## src/rtl/riscv_lsu.sv

```systemverilog
// riscv_lsu: RV32I load/store unit between the core memory stage and a word-wide RAM port.
// Sub-word stores are done as read-modify-write; loads are lane-extracted and extended.
`default_nettype none

module riscv_lsu #(
  parameter int WORD_LENGTH = 32
) (
  input  logic                   clk,
  input  logic                   rst,
  input  logic                   req_valid,
  output logic                   req_ready,
  input  logic                   req_we,
  input  logic [2:0]             req_funct3,
  input  logic [WORD_LENGTH-1:0] req_addr,
  input  logic [WORD_LENGTH-1:0] req_wdata,
  output logic                   resp_valid,
  input  logic                   resp_ready,
  output logic [WORD_LENGTH-1:0] resp_rdata,
  output logic                   resp_err,
  output logic [WORD_LENGTH-1:0] mem_addr,
  output logic                   mem_write_en,
  output logic [WORD_LENGTH-1:0] mem_wdata,
  input  logic [WORD_LENGTH-1:0] mem_dout
);

  typedef enum logic [2:0] {
    IDLE  = 3'd0,
    LOAD  = 3'd1,
    READ  = 3'd2,
    WRITE = 3'd3,
    RESP  = 3'd4
  } state_t;

  state_t                   state, state_next;
  logic [2:0]               funct3_q;
  logic [1:0]               lane_q;
  logic [15:0]              wdata_q;
  logic                     accept;
  logic                     misaligned;
  logic                     illegal;
  logic                     req_error;
  logic [7:0]               lane_byte;
  logic [15:0]              lane_half;
  logic [WORD_LENGTH-1:0]   load_data;
  logic [WORD_LENGTH-1:0]   merged;

  assign req_ready    = (state == IDLE);
  assign resp_valid   = (state == RESP);
  assign mem_write_en = (state == WRITE);
  assign accept       = req_valid && req_ready;

  assign misaligned = ((req_funct3[1:0] == 2'b01) && req_addr[0]) ||
                      ((req_funct3[1:0] == 2'b10) && (req_addr[1:0] != 2'b00));
  assign illegal    = (req_funct3 == 3'b011) || (req_funct3[2:1] == 2'b11) ||
                      (req_we && req_funct3[2]);
  assign req_error  = misaligned || illegal;

  always_comb begin
    state_next = state;
    case (state)
      IDLE: begin
        if (accept) begin
          if (req_error)                       state_next = RESP;
          else if (!req_we)                    state_next = LOAD;
          else if (req_funct3[1:0] == 2'b10)   state_next = WRITE;
          else                                 state_next = READ;
        end
      end
      LOAD:    state_next = RESP;
      READ:    state_next = WRITE;
      WRITE:   state_next = RESP;
      RESP:    if (resp_ready) state_next = IDLE;
      default: state_next = IDLE;
    endcase
  end

  // Lane extraction for loads and lane merge for SB/SH, both from the live RAM word.
  always_comb begin
    lane_byte = mem_dout[{lane_q, 3'b000} +: 8];
    lane_half = lane_q[1] ? mem_dout[31:16] : mem_dout[15:0];
    load_data = '0;
    case (funct3_q)
      3'b000:  load_data = {{24{lane_byte[7]}}, lane_byte};
      3'b001:  load_data = {{16{lane_half[15]}}, lane_half};
      3'b010:  load_data = mem_dout;
      3'b100:  load_data = {24'd0, lane_byte};
      3'b101:  load_data = {16'd0, lane_half};
      default: load_data = '0;
    endcase
    merged = mem_dout;
    if (funct3_q[0]) merged[{lane_q[1], 4'b0000} +: 16] = wdata_q;
    else             merged[{lane_q, 3'b000} +: 8]     = wdata_q[7:0];
  end

  always_ff @(posedge clk) begin
    if (rst) begin
      state      <= IDLE;
      funct3_q   <= 3'b000;
      lane_q     <= 2'b00;
      wdata_q    <= 16'd0;
      resp_rdata <= '0;
      resp_err   <= 1'b0;
      mem_addr   <= '0;
      mem_wdata  <= '0;
    end else begin
      state <= state_next;
      case (state)
        IDLE: begin
          if (accept) begin
            funct3_q   <= req_funct3;
            lane_q     <= req_addr[1:0];
            wdata_q    <= req_wdata[15:0];
            resp_rdata <= '0;
            resp_err   <= req_error;
            if (!req_error) begin
              mem_addr <= {req_addr[WORD_LENGTH-1:2], 2'b00};
              if (req_we && (req_funct3[1:0] == 2'b10)) mem_wdata <= req_wdata;
            end
          end
        end
        LOAD:    resp_rdata <= load_data;
        READ:    mem_wdata  <= merged;
        default: ;
      endcase
    end
  end

endmodule

`default_nettype wire
```

## config.mk

```make
export PLATFORM = sky130hd
export DESIGN_NAME = riscv_lsu
export DESIGN_NICKNAME = d
export VERILOG_FILES = /design/src/rtl/riscv_lsu.sv
export SDC_FILE = /design/constraint.sdc
export NUM_CORES = 1
export LEC_CHECK = 0
export CAP_MARGIN = 40
export CORE_UTILIZATION = 30
export CTS_CLUSTER_DIAMETER = 30
export DETAILED_ROUTE_END_ITERATION = 16
export GPL_TIMING_DRIVEN = 0
export HOLD_SLACK_MARGIN = 0.06
export PLACE_DENSITY_LB_ADDON = 0.12
export SLEW_MARGIN = 20
export SYNTH_ARGS = -nofsm -noshare
export SYNTH_HDL_FRONTEND = slang
export SYNTH_SLANG_ARGS = --single-unit
```

## constraint.sdc

```tcl
create_clock -name clk -period 2.5 [get_ports clk]
set_input_delay 0.375 -clock clk [delete_from_list [all_inputs] [get_ports clk]]
set_output_delay 0.375 -clock clk [all_outputs]
set_load 0.01 [all_outputs]
```

==> results of run 1 <==
[kinds of logic after synthesis]
logic type                 after synthesis  share of synthesized area
DFF                                    119                      0.368
and+or+nand+nor                        225                      0.171
adders and majority gates                5                    0.00967
muxes                                   41                     0.0652
other                                    1                   0.000580
buffers and inverters                   79                     0.0619
AOI/OAI and AO/OA                      269                      0.323
[metrics by stage]
step	instances	util	setup WS, ns	area, µm²	power [mW]
2_1_floorplan	740	-	0.283	6470	2.76
3_3_place_gp	1215	0.418	-0.273	8820	3.33
3_5_place_dp	1215	0.418	-0.263	8820	3.33
4_1_cts	1247	0.449	0.103	9470	6.03
5_1_grt	1247	0.450	0.0103	9490	6.24
6_report	1247	0.450	0.114	9490	5.99
[area by class of cell]
| cell class | count | area share |
|---|---|---|
| Clock buffer | 17 | 0.0448 |
| Inverter | 6 | 0.00237 |
| Clock inverter | 15 | 0.0227 |
| Buffer | 73 | 0.0409 |
| Tap cell | 275 | 0.0363 |
| Sequential cell | 119 | 0.251 |
| Timing Repair Buffer | 200 | 0.211 |
| Multi-Input combinational cell | 542 | 0.391 |
[registers in the layout (all words and copies together), names as in the netlist]
register	flops
state	3
resp_rdata	32
mem_addr	30
wdata_q	16
mem_wdata	32
lane_q	2
funct3_q	3
resp_err	1
[worst paths after layout]
kind	endpoint	slack (ns)	cells past startpoint
min reg2reg	resp_rdata[29]	0.45	2
max reg2reg	mem_wdata[20]	0.11	8
min	resp_rdata[29]	0.45	2
max	mem_wdata[20]	0.11	8
[power by group through the flow]
stage	combinational [mW]	clock, mW	sequential, mW
3_5_place_dp	1.21	0	2.12
5_1_grt	1.33	2.83	2.09
2_1_floorplan	0.645	0	2.12
3_3_place_gp	1.21	0	2.12
4_1_cts	1.22	2.73	2.08
6_report	1.23	2.68	2.08
[layer usage]
metal,global-route usage,part of all wire,vias up
met2,0.346,0.45,249
met1,0.303,0.46,3168
met5,0,0,-
li1,-,-,3184
met4,0.0857,0.025,0
met3,0.0508,0.065,40
[worst max-delay path, cell delays in order, from the launching register on]
cell      delay, ns
dfxtp_2        0.42
clkbuf_4       0.25
inv_1          0.09
ha_1           0.28
nor4bb_1       0.29
buf_1          0.34
a221o_1        0.25
a22oi_1        0.09
a221oi_2       0.29
[layout by cell type (no fill, tap or decap), types with 2 or more instances in the layout]
master             n
a21oi_1          100
clkbuf_4           2
nor4_1             2
or4b_2             3
nor4bb_1           2
conb_1             2
o2bb2ai_1          7
buf_6              8
a222oi_1           7
nor3b_2            2
clkbuf_16         17
and2_1            17
o21ai_0           26
nand2_1          121
clkinv_4           4
dfxtp_1          118
a22oi_2            2
mux2i_1           32
nor2b_1           30
buf_1              4
a22oi_1           40
a22o_1             9
nor3_1             3
buf_4              8
a31oi_1            2
buf_2             13
clkdlybuf4s50_1  200
nor2_1            34
inv_6              6
a311o_1           16
ha_1               5
a221oi_2          30
a221oi_1           3
bufinv_16          4
clkbuf_1          38
inv_1              6
a221o_1           17
mux2_2             9
[cells in the mapped netlist (7+ instances only)]
library cell,count
mux2i_1,32
nor2b_1,30
nor2_1,34
mux2_2,9
and2_1,17
a22o_1,9
o2bb2ai_1,7
dfxtp_1,119
a221oi_2,30
a21oi_1,100
nand2_1,121
o21ai_0,26
a22oi_1,42
buf_4,7
buf_6,8
clkbuf_1,39
a222oi_1,7
a311o_1,16
buf_2,14
a221o_1,17
[timing repair]
item,4_1_cts,5_1_grt
endpoints found under the setup margin,32,7
hold buffers,0,0
gates resized for setup,5,4
==> key figures, run 1 <==
Outcome
  • Outcome: complete, no violations

Critical path
  • Crit-path max FO: 10
  • Arr. time, crit path: 2.72 ns
  • Critical path type: register to register
  • Worst Setup End Kind: register
  • Crit. Startpoint: lane_q[0]
  • CP Launch Type: register
  • Reg-to-reg startpoint: lane_q[0]
  • Worst EP required: 2.83 ns

STA
  • Final setup violation count: 0
  • Slew Limit Headroom: 0.409
  • Final worst-path cycle share: 0.954
  • Hold Fails Final Rpt: 0
  • Final TNS setup: 0 ns
  • Least-Margin Pin Slew: 0.884 ns
  • Final slew viol count: 0
  • Fin crit period: 2.39 ns
  • Hold slack: 0.449 ns
  • Max Clock Skew: 0.00802 ns
  • RSZ-0062 raised after global routing: no
  • Max Clk Rate: 0.419 GHz

Hold path
  • Hold crit path type: register to register
  • Hold Crit Start: resp_rdata[29]

Power
  • Internal Power: 4.27 mW
  • Leakage: 3.25 nW
  • Clock share of power: 0.447
  • PwrDens: 632 nW/µm²
  • Logic pwr share: 0.206
  • Sw power: 1.73 mW
  • Sw Ratio: 0.288
  • Sequential share of power: 0.347
  • Peak supply drop: 0.507 mV

Final layout
  • Nets: 1,068
  • Share of cells above drive strength 1: 0.126
  • Area grow syn2layout: 46.7%
  • Register area: 2380 µm²
  • Multi-input logic area: 3700 µm²
  • # fillers: 2,158
  • Antenna Cells: 0

Yosys
  • Average size of a mapped cell: 8.75 µm²
  • Synth area leader: dfxtp_1
  • Post-synthesis sequential area ratio: 0.368
  • Synth area leaders: dfxtp_1 37%, a21oi_1 7.7%, nand2_1 7.0%
  • Synth Register Bits: 119
  • Count of cell types in the netlist: 51
  • Post-synthesis instance total: 739
  • Number of flops mapped to enable cells by yosys: 0
  • Main flop type after synthesis: dfxtp_1
  • Mapped cell area: 6470 µm²
  • Top-area cell type share of the netlist area: 0.368
  • Synth Warn #: 0
  • Asr flop ratio synth: 0

Detailed routing
  • DR WL/cell: 19.8 µm
  • Vias: 6,641
  • Final ANT Viol Nets: 0
  • # DRC: 0
  • Drt total wl: 24,700 µm
  • Initial drt markers: 482
  • Drt first pass iters: 6
  • Routed vias/inst: 5.33

GRT
  • Initial antenna violation count: 0
  • Grt ovf: 0
  • Number of global-route vias before repair: 6,390
  • First-pass GRT wire length: 36,900 µm
  • Largest net degree at the start of global routing: 17
  • GR Util All Layers: 0.224

Floorplanning
  • Die area: 22,100 µm²
  • DIE WIDTH: 149 µm
  • Num rows: 53
  • Starting Density: 0.307
  • Core Area: 21,100 µm²
  • # IOs: 204
  • Die height: 149 µm

Clocking
  • Clock buffer depth: 2
  • TritonCTS clock tree: done
  • H-tree Lvls: 4
  • Post-CTS setup buffer count: 0
  • CTS root buffer: clkbuf_16
  • Reg clk slew, reported paths: 0.06 ns
  • Clk_lat worst skew: 0.43 ns
  • Clock sinks: 119
  • Num CTS Buffers: 17

Placed design
  • Post-DP HPWL: 19,000 µm
  • PortBufs: 200
  • RePlAce Congestion: 0.921

Job
  • Max-Cap Viols: 0
No activity file was read; power rests on OpenSTA's default activity.
==> run 2: changes to the inputs <==
--- a/config.mk
+++ b/config.mk
@@ -5,6 +5,7 @@
 export SDC_FILE = /design/constraint.sdc
 export NUM_CORES = 1
 export LEC_CHECK = 0
+export ABC_AREA = 1
 export CAP_MARGIN = 40
 export CORE_UTILIZATION = 30
 export CTS_CLUSTER_DIAMETER = 30
==> run 2 against run 1 <==
Sequential cell count did not move. Design area up 4.1%. Clock skew increased by 0.0017 ns. Highest routed layer unchanged.
==> key figures, run 2 <==
Outcome
  • Outcome: complete, no violations

STA
  • Final setup violation count: 0
  • Fin crit period: 2.22 ns
  • Max Clock Skew: 0.00976 ns
  • Final slew viol count: 0
  • Least-Margin Pin Slew: 0.678 ns
  • Final worst-path cycle share: 0.888
  • Final TNS setup: 0 ns
  • RSZ-0062 raised after global routing: no
  • Slew Limit Headroom: 0.548
  • Max Clk Rate: 0.450 GHz
  • Hold Fails Final Rpt: 0

Clocking
  • Clk_lat worst skew: 0.43 ns
  • Clock buffer depth: 2
  • Post-CTS setup buffer count: 0
  • Num CTS Buffers: 17
  • H-tree Lvls: 4
  • TritonCTS clock tree: done
  • CTS root buffer: clkbuf_16
  • Clock sinks: 119
  • Reg clk slew, reported paths: 0.06 ns

Critical path
  • Arr. time, crit path: 2.58 ns
  • CP Launch Type: register
  • Crit-path leading delay family: simple AND/OR/NAND/NOR gates
  • Crit-path max FO: 12
  • Worst EP required: 2.86 ns
  • Worst Setup End Kind: register
  • Most frequent CP cell: nand2_1
  • Buf/Inv on CP: 2
  • Critical path type: register to register
  • Largest stage delay, worst path: 0.36 ns
  • Critical path's slowest cell: dfxtp_2
  • Critical Path, Cell by Cell: inv_1, buf_2, ha_2, nor3_4, nand2_1, nand2_1, nand3_1, nand2_1, nor2_1, nor2_1

Yosys
  • Post-synthesis sequential area ratio: 0.345
  • Synth area leader: dfxtp_1
  • Synth Register Bits: 119
  • Asr flop ratio synth: 0
  • Top-area cell type share of the netlist area: 0.345
  • Mapped cell area: 6910 µm²
  • Most common cell in the netlist: nand2_1
  • Main flop type after synthesis: dfxtp_1
  • Count of cell types in the netlist: 28
  • Number of flops mapped to enable cells by yosys: 0
  • Leading cell types by count after synthesis: 415 x nand2_1, 181 x nor2_1, 119 x dfxtp_1
  • Post-synthesis instance total: 1,159
  • Synth area leaders: dfxtp_1 34%, nand2_1 23%, nor2_1 9.8%
  • Synth Warn #: 0
  • Average size of a mapped cell: 5.96 µm²

Final layout
  • Area grow syn2layout: 42.9%
  • Register area: 2380 µm²
  • Nets: 1,487
  • Fin util: 0.436
  • Multi-input logic area: 3740 µm²
  • Biggest regs: mem_wdata: 32 flops, resp_rdata: 32 flops, mem_addr: 30 flops
  • Antenna Cells: 0
  • Most frequent cells in the layout: 415 x nand2_1, 200 x clkdlybuf4s50_1, 181 x nor2_1, 118 x dfxtp_1, 98 x inv_1
  • Finished layout cell area: 9870 µm²
  • # fillers: 2,433
  • Non-filler cells, final: 1,676
  • Share of cells above drive strength 1: 0.0748
  • Commonest non-fill, non-tap cell in the layout: nand2_1

GRT
  • Grt ovf: 0
  • Initial antenna violation count: 0
  • Largest net degree at the start of global routing: 17
  • GRT met2 Usage: 0.332
  • Met3 GRT Util: 0.0499
  • Most Crowded Layer GR: met2
  • Met1 track demand over resource: 0.309
  • GR Util All Layers: 0.221
  • First-pass GRT wire length: 40,400 µm
  • Number of global-route vias before repair: 7,414

Placed design
  • Post-DP HPWL: 20,200 µm
  • Placed inst area: 9270 µm²
  • Cells after DPL: 1,645
  • RePlAce Congestion: 0.939
  • PortBufs: 200

Job
  • Max-Cap Viols: 0

Power
  • Sequential share of power: 0.340
  • Internal Power: 4.14 mW
  • PwrDens: 637 nW/µm²
  • Peak supply drop: 0.446 mV
  • Sw power: 2.15 mW
  • Logic pwr share: 0.266
  • Clock share of power: 0.395
  • Leakage: 4.35 nW
  • Sw Ratio: 0.342

Floorplanning
  • Die area: 23,600 µm²
  • DIE WIDTH: 154 µm
  • Die height: 154 µm
  • Core Area: 22,600 µm²
  • Starting Density: 0.305
  • # IOs: 204
  • Num rows: 55

Detailed routing
  • Vias: 7,801
  • Drt total wl: 25,800 µm
  • Initial drt markers: 531
  • Routed vias/inst: 4.65
  • DR WL/cell: 15.4 µm
  • Drt first pass iters: 5
  • # DRC: 0
  • Final ANT Viol Nets: 0

Hold path
  • Hold crit path type: primary input to register
-- run 2: cell type report --
class | instances | area share
plain buffers | 68 | 0.0387
clock buffers | 17 | 0.0431
clock inverters | 15 | 0.0158
inverters | 114 | 0.0435
multi-input cells | 858 | 0.379
flip-flops and latches | 119 | 0.241
well taps | 285 | 0.0361
repair buffers | 200 | 0.203
-- run 2: path summary, 6_finish.rpt --
path / from / end / slack [ns] / depth (start not counted)
max: lane_q[0] / mem_wdata[26] / 0.28 / 10
min: rst / resp_rdata[22] / 0.24 / 2
max reg2reg: lane_q[0] / mem_wdata[26] / 0.28 / 10
min reg2reg: resp_rdata[9] / resp_rdata[9] / 0.46 / 2
-- run 2: routing by layer --
layer  wire, µm  up-vias
met5          0        -
met4        640        0
met3       1870       31
met2      10900      261
met1      12400     3485
li1           -     4024
-- run 2: through the flow --
stage                     setup slack [ns]  hold slack [ns]  total power [mW]
after floorplan                      0.536            0.458              3.11
after global placement              0.0134            0.453              3.82
after detailed placement           -0.0148            0.457              3.83
after CTS                           0.0461            0.234              6.32
after global routing                0.0869            0.238              6.62
final                                0.279            0.239              6.29
-- run 2: logic make-up (layout without fill, tap and decap cells) --
logic type | after synthesis | in the layout | synth area share
buffers and inverters | 183 | 414 | 0.118
other | 1 | 2 | 0.000543
AND/OR/NAND/NOR | 649 | 649 | 0.375
flip-flops | 119 | 119 | 0.345
adder cells (fa/ha/maj) | 5 | 5 | 0.00905
AO/OA/AOI/OAI | 202 | 202 | 0.153
-- run 2: power by group through the flow --
stage	combinational [mW]	sequential, mW	clock [mW]
CTS	1.66	2.14	2.52
finish	1.67	2.14	2.48
detailed placement	1.65	2.17	0
global placement	1.64	2.17	0
global route	1.86	2.15	2.60
floorplan	0.911	2.20	0
-- run 2: what timing repair did --
action | 4_1_cts | 5_1_grt
endpoints found under the hold margin | 0 | 0
hold buffers | 0 | 0
gates resized for setup | 1 | 5
pin swaps | 1 | 0
endpoints found under the setup margin | 2 | 29
==> run 3: changes to the inputs <==
--- a/config.mk
+++ b/config.mk
@@ -12,7 +12,7 @@
 export DETAILED_ROUTE_END_ITERATION = 16
 export GPL_TIMING_DRIVEN = 0
 export HOLD_SLACK_MARGIN = 0.06
-export PLACE_DENSITY_LB_ADDON = 0.12
+export PLACE_DENSITY = 0.53
 export SLEW_MARGIN = 20
 export SYNTH_ARGS = -nofsm -noshare
 export SYNTH_HDL_FRONTEND = slang
==> run 3 against run 2 <==
Design area shrank 0.20%. Die area is the same. Sequential share of layout area is essentially flat. Combinational power is essentially flat. Hold slack gained 0.0095 ns. Wire length grew 1.8%. Clock skew grew 0.0030 ns.
==> key figures, run 3 (synthesis gave the netlist of run 2 again) <==
Detailed routing
  • # DRC: 0
  • Initial drt markers: 681
  • DR WL/cell: 15.7 µm
  • Highest routed layer: met4
  • Met3 WL post-DR: 2150 µm
  • Drt total wl: 26,300 µm
  • Vias: 7,751
  • Met2 WL: 11,500 µm
  • Drt first pass iters: 5
  • Routed vias/inst: 4.62
  • WL met1: 12,300 µm
  • Final ANT Viol Nets: 0

Final layout
  • Most frequent cells in the layout: 415 x nand2_1, 200 x clkdlybuf4s50_1, 181 x nor2_1, 119 x dfxtp_1, 98 x inv_1
  • # fillers: 2,431
  • Area grow syn2layout: 42.6%
  • Non-filler cells, final: 1,677
  • Share of cells above drive strength 1: 0.0747
  • Nets: 1,488
  • Multi-input logic area: 3720 µm²
  • Antenna Cells: 0
  • Commonest non-fill, non-tap cell in the layout: nand2_1
  • Register area: 2380 µm²
  • Biggest regs: mem_wdata: 32 flops, resp_rdata: 32 flops, mem_addr: 30 flops

Clocking
  • Num CTS Buffers: 17
  • TritonCTS clock tree: done
  • CTS root buffer: clkbuf_16
  • Cts hold-fix bufs: 0
  • Reg clk slew, reported paths: 0.07 ns
  • H-tree Lvls: 4
  • Clk_lat worst skew: 0.43 ns
  • Clock buffer depth: 2
  • Clock sinks: 119

Job
  • Max-Cap Viols: 0

Floorplanning
  • DIE WIDTH: 154 µm
  • Die height: 154 µm
  • Die area: 23,600 µm²
  • # IOs: 204
  • Starting Density: 0.305
  • Core Area: 22,600 µm²
  • Num rows: 55

Critical path
  • Crit-path max FO: 12
  • Critical path's slowest cell: dfxtp_1
  • Reg2reg path depth: 11
  • Critical Path, Cell by Cell: inv_1, buf_2, ha_2, inv_2, nor3_2, nand2_1, nand2_1, nand2_1, nand2_1, nor2_1, nor2_1
  • CP Launch Type: register
  • Critical path type: register to register
  • Largest stage delay, worst path: 0.47 ns
  • Worst Setup End Kind: register
  • Critical path depth: 11
  • Worst EP required: 2.87 ns
  • Crit-path leading delay family: simple AND/OR/NAND/NOR gates
  • Arr. time, crit path: 2.70 ns
  • Most frequent CP cell: nand2_1
  • Buf/Inv on CP: 3

Placed design
  • PortBufs: 200
  • Post-DP HPWL: 20,800 µm
  • Cells after DPL: 1,645
  • Dpl ws: 0.0251 ns
  • RePlAce Congestion: 0.930

STA
  • Max Clk Rate: 0.429 GHz
  • Fin crit period: 2.33 ns
  • Hold slack: 0.249 ns
  • Slew Limit Headroom: 0.601
  • RSZ-0062 raised after global routing: no
  • Final TNS setup: 0 ns
  • Final slew viol count: 0
  • Max Clock Skew: 0.0127 ns
  • Hold Fails Final Rpt: 0
  • Final worst-path cycle share: 0.932
  • Least-Margin Pin Slew: 0.598 ns
  • Final setup violation count: 0
  • Setup ws final: 0.170 ns

Outcome
  • Outcome: complete, no violations

GRT
  • Initial antenna violation count: 0
  • Grt ovf: 0
  • First-pass GRT wire length: 41,100 µm
  • GR Util All Layers: 0.226
  • Number of global-route vias before repair: 7,384
  • Largest net degree at the start of global routing: 17

Hold path
  • Hold crit path type: primary input to register
  • WHS Path Cells: 2

Power
  • Final Total Pwr: 6.21 mW
  • PwrDens: 630 nW/µm²
  • Peak supply drop: 0.402 mV
  • Leakage: 4.34 nW
## run 3: cell type report
type                    count  area share
multi-input cells         858       0.378
flip-flops and latches    119       0.242
repair buffers            201       0.204
clock buffers              18      0.0446
inverters                 114      0.0438
plain buffers              68      0.0387
well taps                 285      0.0362
clock inverters            14      0.0130
## run 3: final timing paths
check,from,to,slack (ns)
worst max-delay path,lane_q[0],mem_wdata[9],0.17
worst max register to register,lane_q[0],mem_wdata[9],0.17
worst min register to register,resp_rdata[27],resp_rdata[27],0.46
worst min-delay path,rst,resp_rdata[22],0.25
## run 3: layer usage
layer | track usage | up-vias
met5 | 0 | -
met4 | 0.0624 | 0
met3 | 0.0609 | 24
met2 | 0.354 | 268
met1 | 0.305 | 3426
li1 | - | 4033
## run 3: per-stage QoR
step | utilization | cell area (µm²)
after global placement | 0.410 | 9270
after CTS | 0.435 | 9840
after detailed placement | 0.410 | 9270
final | 0.435 | 9850
after global routing | 0.435 | 9850
after floorplan | - | 6910
## run 3: what timing repair did
action | in CTS | in global routing
resized for setup | 0 | 3
setup endpoints to repair | 0 | 32
setup buffers | 0 | 1
## run 3: power by group
group / switching [mW] / total (mW) / internal, mW
clock network: 1.06 / 2.40 / 1.34
logic: 0.984 / 1.68 / 0.693
registers: 0.0945 / 2.13 / 2.04
total: 2.14 / 6.21 / 4.07
